$ cat src/rtl/game_sequencer.sv
// Purpose: button/vsync conditioning and IDLE/PLAY/OVER/READY game control with BCD scoring.
// Latency: raw button rise to press_evt DEBOUNCE_CYC+3 cycles, jump_pulse one cycle later; outputs registered.
// Backpressure: none; all inputs are levels or one-cycle pulses consumed every cycle.
`timescale 1ns/1ps
module game_sequencer #(
   parameter int DEBOUNCE_CYC   = 1_485_000,
   parameter int LOCKOUT_FRAMES = 120,
   parameter int SPEED_STEP_PTS = 5
) (
   input  logic        clk148,
   input  logic        rst_n,
   input  logic        btn_raw,
   input  logic        v_sync_in,
   input  logic        collision_in,
   input  logic        point_in,
   output logic        core_rst,
   output logic        run_en,
   output logic        jump_pulse,
   output logic [1:0]  state,
   output logic [15:0] score,
   output logic [15:0] hi_score,
   output logic [2:0]  speed_lvl
);

   localparam int DB_W = $clog2(DEBOUNCE_CYC + 1);
   localparam int LK_W = $clog2(LOCKOUT_FRAMES + 1);
   localparam int PT_W = $clog2(SPEED_STEP_PTS + 1);

   typedef enum logic [1:0] {
      S_IDLE  = 2'b00,
      S_PLAY  = 2'b01,
      S_OVER  = 2'b10,
      S_READY = 2'b11
   } state_t;

   // input conditioning registers
   logic            btn_s1_q, btn_s2_q;
   logic            deb_q, deb_prev_q;
   logic [DB_W-1:0] db_cnt_q;
   logic            press_q;
   logic            vs_s1_q, vs_s2_q, vs_s3_q;
   logic            frame_q;

   // game state registers
   state_t          state_q, state_d;
   logic [15:0]     score_q, score_d;
   logic [15:0]     hi_q, hi_d;
   logic [2:0]      spd_q, spd_d;
   logic [PT_W-1:0] pts_q, pts_d;
   logic [LK_W-1:0] lock_q, lock_d;
   logic            jump_q, jump_d;
   logic            core_rst_q, run_en_q;
   logic [15:0]     score_inc;

   // Saturating 4-digit BCD increment with per-digit carry.
   function automatic logic [15:0] bcd_inc(input logic [15:0] v);
      logic [15:0] r;
      logic        c;
      r = v;
      c = 1'b1;
      if (v != 16'h9999) begin
         for (int i = 0; i < 4; i++) begin
            if (c) begin
               if (r[4*i +: 4] == 4'd9) begin
                  r[4*i +: 4] = 4'd0;
               end else begin
                  r[4*i +: 4] = r[4*i +: 4] + 4'd1;
                  c = 1'b0;
               end
            end
         end
      end
      return r;
   endfunction

   // Synchronize, debounce and edge-detect the button and vsync.
   // The debounced level resets to 'pressed' so a button held across reset
   // must be released and pressed again before a press is recognised.
   always_ff @(posedge clk148 or posedge rst_n) begin
      if (rst_n) begin
         btn_s1_q   <= 1'b0;
         btn_s2_q   <= 1'b0;
         deb_q      <= 1'b1;
         deb_prev_q <= 1'b1;
         db_cnt_q   <= '0;
         press_q    <= 1'b0;
         vs_s1_q    <= 1'b0;
         vs_s2_q    <= 1'b0;
         vs_s3_q    <= 1'b0;
         frame_q    <= 1'b0;
      end else begin
         btn_s1_q <= btn_raw;
         btn_s2_q <= btn_s1_q;
         if (btn_s2_q == deb_q) begin
            db_cnt_q <= '0;
         end else if (db_cnt_q == DB_W'(DEBOUNCE_CYC - 1)) begin
            deb_q    <= btn_s2_q;
            db_cnt_q <= '0;
         end else begin
            db_cnt_q <= db_cnt_q + DB_W'(1);
         end
         deb_prev_q <= deb_q;
         press_q    <= deb_q & ~deb_prev_q;
         vs_s1_q    <= v_sync_in;
         vs_s2_q    <= vs_s1_q;
         vs_s3_q    <= vs_s2_q;
         frame_q    <= vs_s2_q & ~vs_s3_q;
      end
   end

   assign score_inc = bcd_inc(score_q);

   // Next-state, scoring, speed and lockout logic.
   always_comb begin
      state_d = state_q;
      score_d = score_q;
      hi_d    = hi_q;
      spd_d   = spd_q;
      pts_d   = pts_q;
      lock_d  = lock_q;
      jump_d  = 1'b0;
      case (state_q)
         S_IDLE: begin
            if (press_q) begin
               state_d = S_PLAY;
               score_d = '0;
               spd_d   = '0;
               pts_d   = '0;
            end
         end
         S_PLAY: begin
            if (press_q && !collision_in) begin
               jump_d = 1'b1;
            end
            if (point_in) begin
               score_d = score_inc;
               if (pts_q == PT_W'(SPEED_STEP_PTS - 1)) begin
                  pts_d = '0;
                  if (spd_q != 3'd7) begin
                     spd_d = spd_q + 3'd1;
                  end
               end else begin
                  pts_d = pts_q + PT_W'(1);
               end
            end
            if (collision_in) begin
               state_d = S_OVER;
               lock_d  = '0;
               // BCD digit order preserves magnitude, so a binary compare works.
               if (score_d > hi_q) begin
                  hi_d = score_d;
               end
            end
         end
         S_OVER: begin
            if (frame_q) begin
               if (lock_q == LK_W'(LOCKOUT_FRAMES - 1)) begin
                  state_d = S_READY;
                  lock_d  = '0;
               end else begin
                  lock_d = lock_q + LK_W'(1);
               end
            end
         end
         S_READY: begin
            if (press_q) begin
               state_d = S_IDLE;
            end
         end
         default: state_d = S_IDLE;
      endcase
   end

   // State and registered outputs; control outputs decoded from next state.
   always_ff @(posedge clk148 or posedge rst_n) begin
      if (rst_n) begin
         state_q    <= S_IDLE;
         score_q    <= '0;
         hi_q       <= '0;
         spd_q      <= '0;
         pts_q      <= '0;
         lock_q     <= '0;
         jump_q     <= 1'b0;
         core_rst_q <= 1'b1;
         run_en_q   <= 1'b0;
      end else begin
         state_q    <= state_d;
         score_q    <= score_d;
         hi_q       <= hi_d;
         spd_q      <= spd_d;
         pts_q      <= pts_d;
         lock_q     <= lock_d;
         jump_q     <= jump_d;
         core_rst_q <= (state_d == S_IDLE);
         run_en_q   <= (state_d == S_PLAY);
      end
   end

   assign state      = state_q;
   assign score      = score_q;
   assign hi_score   = hi_q;
   assign speed_lvl  = spd_q;
   assign jump_pulse = jump_q;
   assign core_rst   = core_rst_q;
   assign run_en     = run_en_q;

endmodule

$ cat config.mk
export PLATFORM = sky130hd
export DESIGN_NAME = game_sequencer
export DESIGN_NICKNAME = d
export VERILOG_FILES = /design/src/rtl/game_sequencer.sv
export SDC_FILE = /design/constraint.sdc
export NUM_CORES = 1
export LEC_CHECK = 0
export CORE_MARGIN = 10
export CORE_UTILIZATION = 61
export CTS_CLUSTER_SIZE = 10
export DETAILED_ROUTE_END_ITERATION = 6
export HOLD_SLACK_MARGIN = 0.05
export PLACE_DENSITY = 0.95
export SLEW_MARGIN = 20
export SYNTH_ARGS = -nofsm -noshare
export SYNTH_HDL_FRONTEND = slang
export SYNTH_SLANG_ARGS = --single-unit
$ cat constraint.sdc
create_clock -name clk148 -period 4.6 [get_ports clk148]
set_input_delay 0.46 -clock clk148 [delete_from_list [all_inputs] [get_ports clk148]]
set_output_delay 0.46 -clock clk148 [all_outputs]
set_load 0.01 [all_outputs]
==> flow_metrics.py <==
metrics = {
    "power_and_ir_drop": {
        "power.share.switching": 0.2124,
        "seqPwrFrac": 0.515,
        "power_mw": 1.404,
        "ir_drop_uv": 193.7,
        "intPower_mw": 1.106,
        "combPwrFrac": 0.035,
        "power_density_nw_per_um2": 271.4,
        "leakage_nw": 2.335,
        "power.switching_mw": 0.2982,
        "p_clk_frac": 0.450,
    },
    "logic_synthesis": {
        "ys.flop_type": "dfrtp_1",
        "syn_inst": 441,
        "synth.area.top_cells": "dfrtp_1 44%, ha_1 8.5%, o21ai_0 3.5%, nand2_1 3.3%, inv_1 3.1%",
        "syn_nets": 477,
        "synthArstFlopShare": 1.000,
        "avgSynthCellArea_um2": 10.02,
        "netlist.top_cell.by_area": "dfrtp_1",
        "synth_compound_gate_area_share": 0.1194,
        "synth_warnings": 0,
        "mappedNetlistArea_um2": 4420,
        "synth_cell_types": 58,
        "synth-xor-area-share": 0.04359,
        "synth_edf_count": 0,
        "synthAdderAreaFrac": 0.08491,
        "yosysTopAreaCellShare": 0.4359,
        "synth-simple-area-share": 0.1928,
        "synth-seq-cells": 80,
        "synthMuxAreaShare": 0.05689,
        "synth_top_family_by_area": "simple AND/OR/NAND/NOR gates",
        "seq_area_frac_synth": 0.4537,
    },
    "drt": {
        "route.detailed.drc": 0,
        "wl_um": 9916,
        "first_pass_iters": 5,
        "post_drt_wl_per_cell_um": 16.86,
        "drtAntennaViolNets": 0,
        "vias_per_cell": 5.993,
        "routed-via-count": 3524,
        "drt_iter0_markers": 170,
    },
    "clock_tree": {
        "cts_tree": "done",
        "root_buffer": "clkbuf_8",
        "cts_buffer_depth": 2,
        "clock_latency_ps": 350,
        "htreeDepth": 3,
        "clkTransAtPathRegs_ps": 80,
        "cts_sinks": 80,
        "post_cts_resized": 0,
        "numCtsBuffers": 9,
        "hold_buffers": 0,
        "post_cts_buffers": 0,
    },
    "layout": {
        "drive_gt1_frac": 0.09959,
        "utilization": 0.7489,
        "final_cell_mix": "77 x dfrtp_1, 45 x clkdlybuf4s50_1, 39 x nand2_1, 36 x nor2_1, 35 x inv_1",
        "area_growth_pct": 17.01,
        "fill_cells": 468,
        "nets": 523,
        "layout_commonest_cell": "dfrtp_1",
        "antenna_cells": 0,
    },
    "global_route": {
        "overflow": 0,
        "grt_first_pass_wirelength_um": 16730,
        "antenna_found_initial": 0,
        "grt_max_degree": 57,
        "grt.total_usage": 0.1802,
        "grt_pass1_vias": 3548,
    },
    "setup_path": {
        "critical_path_peak_fanout": 16,
        "slowest_delay_ps": 590,
        "cp.required_ps": 4830,
        "cp_common_cell": "ha_1",
        "worstPathCellList": "inv_1 -> ha_1 -> and4b_1 -> nand2_1 -> nor3_2 -> xor2_1 -> ha_1 -> nand4_2 -> nor4_4 -> a22oi_2 -> a21oi_4 -> mux2_2",
        "slowest_stage": "a21oi_4",
        "worstSetupStartpointType": "flop",
        "endpoint_kind": "flop",
        "cp_num_buf_inv": 1,
        "cp_top_family": "simple AND/OR/NAND/NOR gates",
        "cp_data_arrival_time_ps": 4050,
        "worstSetupPathType": "reg -> reg",
    },
    "place": {
        "port_buffers": 45,
        "dp_hpwl_um": 6971,
        "place.gp.congestion": 0.9344,
    },
    "die": {
        "rows": 30,
        "core_um2": 6907,
        "fp.dieW_um": 105.1,
        "initial_core_util": 0.6400,
        "die_area_um2": 11050,
        "io_pins": 46,
        "dieHeight_um": 105.1,
    },
    "timing": {
        "hold_viol": 0,
        "slew_viol_final": 0,
        "setup_viol": 0,
        "worst_slew_pin_slew_ps": 933.0,
        "relSlewSlack": 0.3772,
        "fmaxAchievable_mhz": 262.0,
        "period_needed_ps": 3817,
        "grt_setup_unrepaired": "no",
        "fin_setup_tns_ps": 0,
        "fin_worst_skew_ps": 9.338,
        "final.period_utilization": 0.8297,
    },
    "run_status": {
        "status": "finished clean",
    },
    "flow_run": {
        "maxCapViolations": 0,
    },
    "worst_hold_path": {
        "holdCritPathClass": "reg -> reg",
    },
}
final timing paths:
kind / from / end / slack (ps) / depth (start not counted)
max: score[1] / hi_score[11] / 780 / 12
min: btn_s1_q / btn_s2_q / 350 / 0
max reg2reg: score[1] / hi_score[11] / 780 / 12
min reg2reg: btn_s1_q / btn_s2_q / 350 / 0
max in group asynchronous: rst_n / core_rst / 3100 / 3
min in group asynchronous: rst_n / vs_s2_q / 610 / 2
layout make-up:
cell class                 count  area, um^2  area share
tap                           96       120.1     0.02322
sequential                    80        2006      0.3878
clock inverter                 5       103.9     0.02008
inverter                      36       136.4     0.02637
timing repair buffer          47       465.4     0.08999
multi-input combinational    313        2200      0.4253
clock buffer                  11       141.4     0.02733
worst reg2reg max path, stage by stage, from the launching register on:
cell,delay (ps)
dfrtp_1,460
inv_1,100
ha_1,250
and4b_1,380
nand2_1,170
nor3_2,210
xor2_1,280
ha_1,220
nand4_2,160
nor4_4,340
a22oi_2,110
a21oi_4,590
mux2_2,420
through the flow:
stage / area [um^2] / hold slack [ps] / instances / setup WS, ps
after CTS: 5171 / 360.2 / 588 / 862.5
final: 5172 / 353.6 / 588 / 783.2
after global routing: 5172 / 363.8 / 588 / 598.7
after floorplan: 4420 / 331.2 / 441 / 1492
after detailed placement: 4926 / 341.1 / 572 / 561.7
after global placement: 4926 / 332.8 / 572 / 711.7
cell families after synthesis:
family                     count (synthesis)
xor gates and xnor gates                  22
muxes                                     21
adders and majority gates                 30
and+or+nand+nor                          156
DFF                                       80
buffers and inverters                     48
AOI/OAI and AO/OA                         84
cells in the mapped netlist (all sizes together) (7+ instances only):
cell and number:
xnor2 15, dfrtp 77, nand2 39, a21oi 24
nor3 9, buf 8, nand4 8, o21ai 31
nor2 37, inv 36, nand3 19, a22o 12
mux2 15, xor2 7, ha 30
registers in the layout, indices dropped and copies added, names as in the netlist:
name / cells
speed_lvl: 3
db_cnt_q: 21
deb_prev_q: 1
vs_s3_q: 1
vs_s2_q: 1
hi_score: 16
jump_pulse: 1
btn_s2_q: 1
btn_s1_q: 1
run_en: 1
vs_s1_q: 1
frame_q: 1
core_rst: 1
deb_q: 1
state: 2
press_q: 1
pts_q: 3
score: 16
lock_q: 7
power by group through the flow:
stage	logic [mW]	registers (mW)	clock network, mW
after detailed placement	0.0502	0.736	0
final	0.0494	0.723	0.631
after CTS	0.0504	0.723	0.640
after floorplan	0.0359	0.733	0
after global placement	0.0477	0.735	0
after global routing	0.0571	0.725	0.669
routing by layer:
metal | wire length [um] | GRT usage | share of wire | vias up
met2 | 4935 | 0.2985 | 0.50 | 126
met1 | 4055 | 0.2063 | 0.41 | 1721
li1 | - | - | - | 1636
met4 | 374 | 0.1147 | 0.038 | 0
met3 | 550 | 0.03993 | 0.055 | 41
met5 | 0 | 0 | 0 | -
Power figures use the tool's default switching activity.
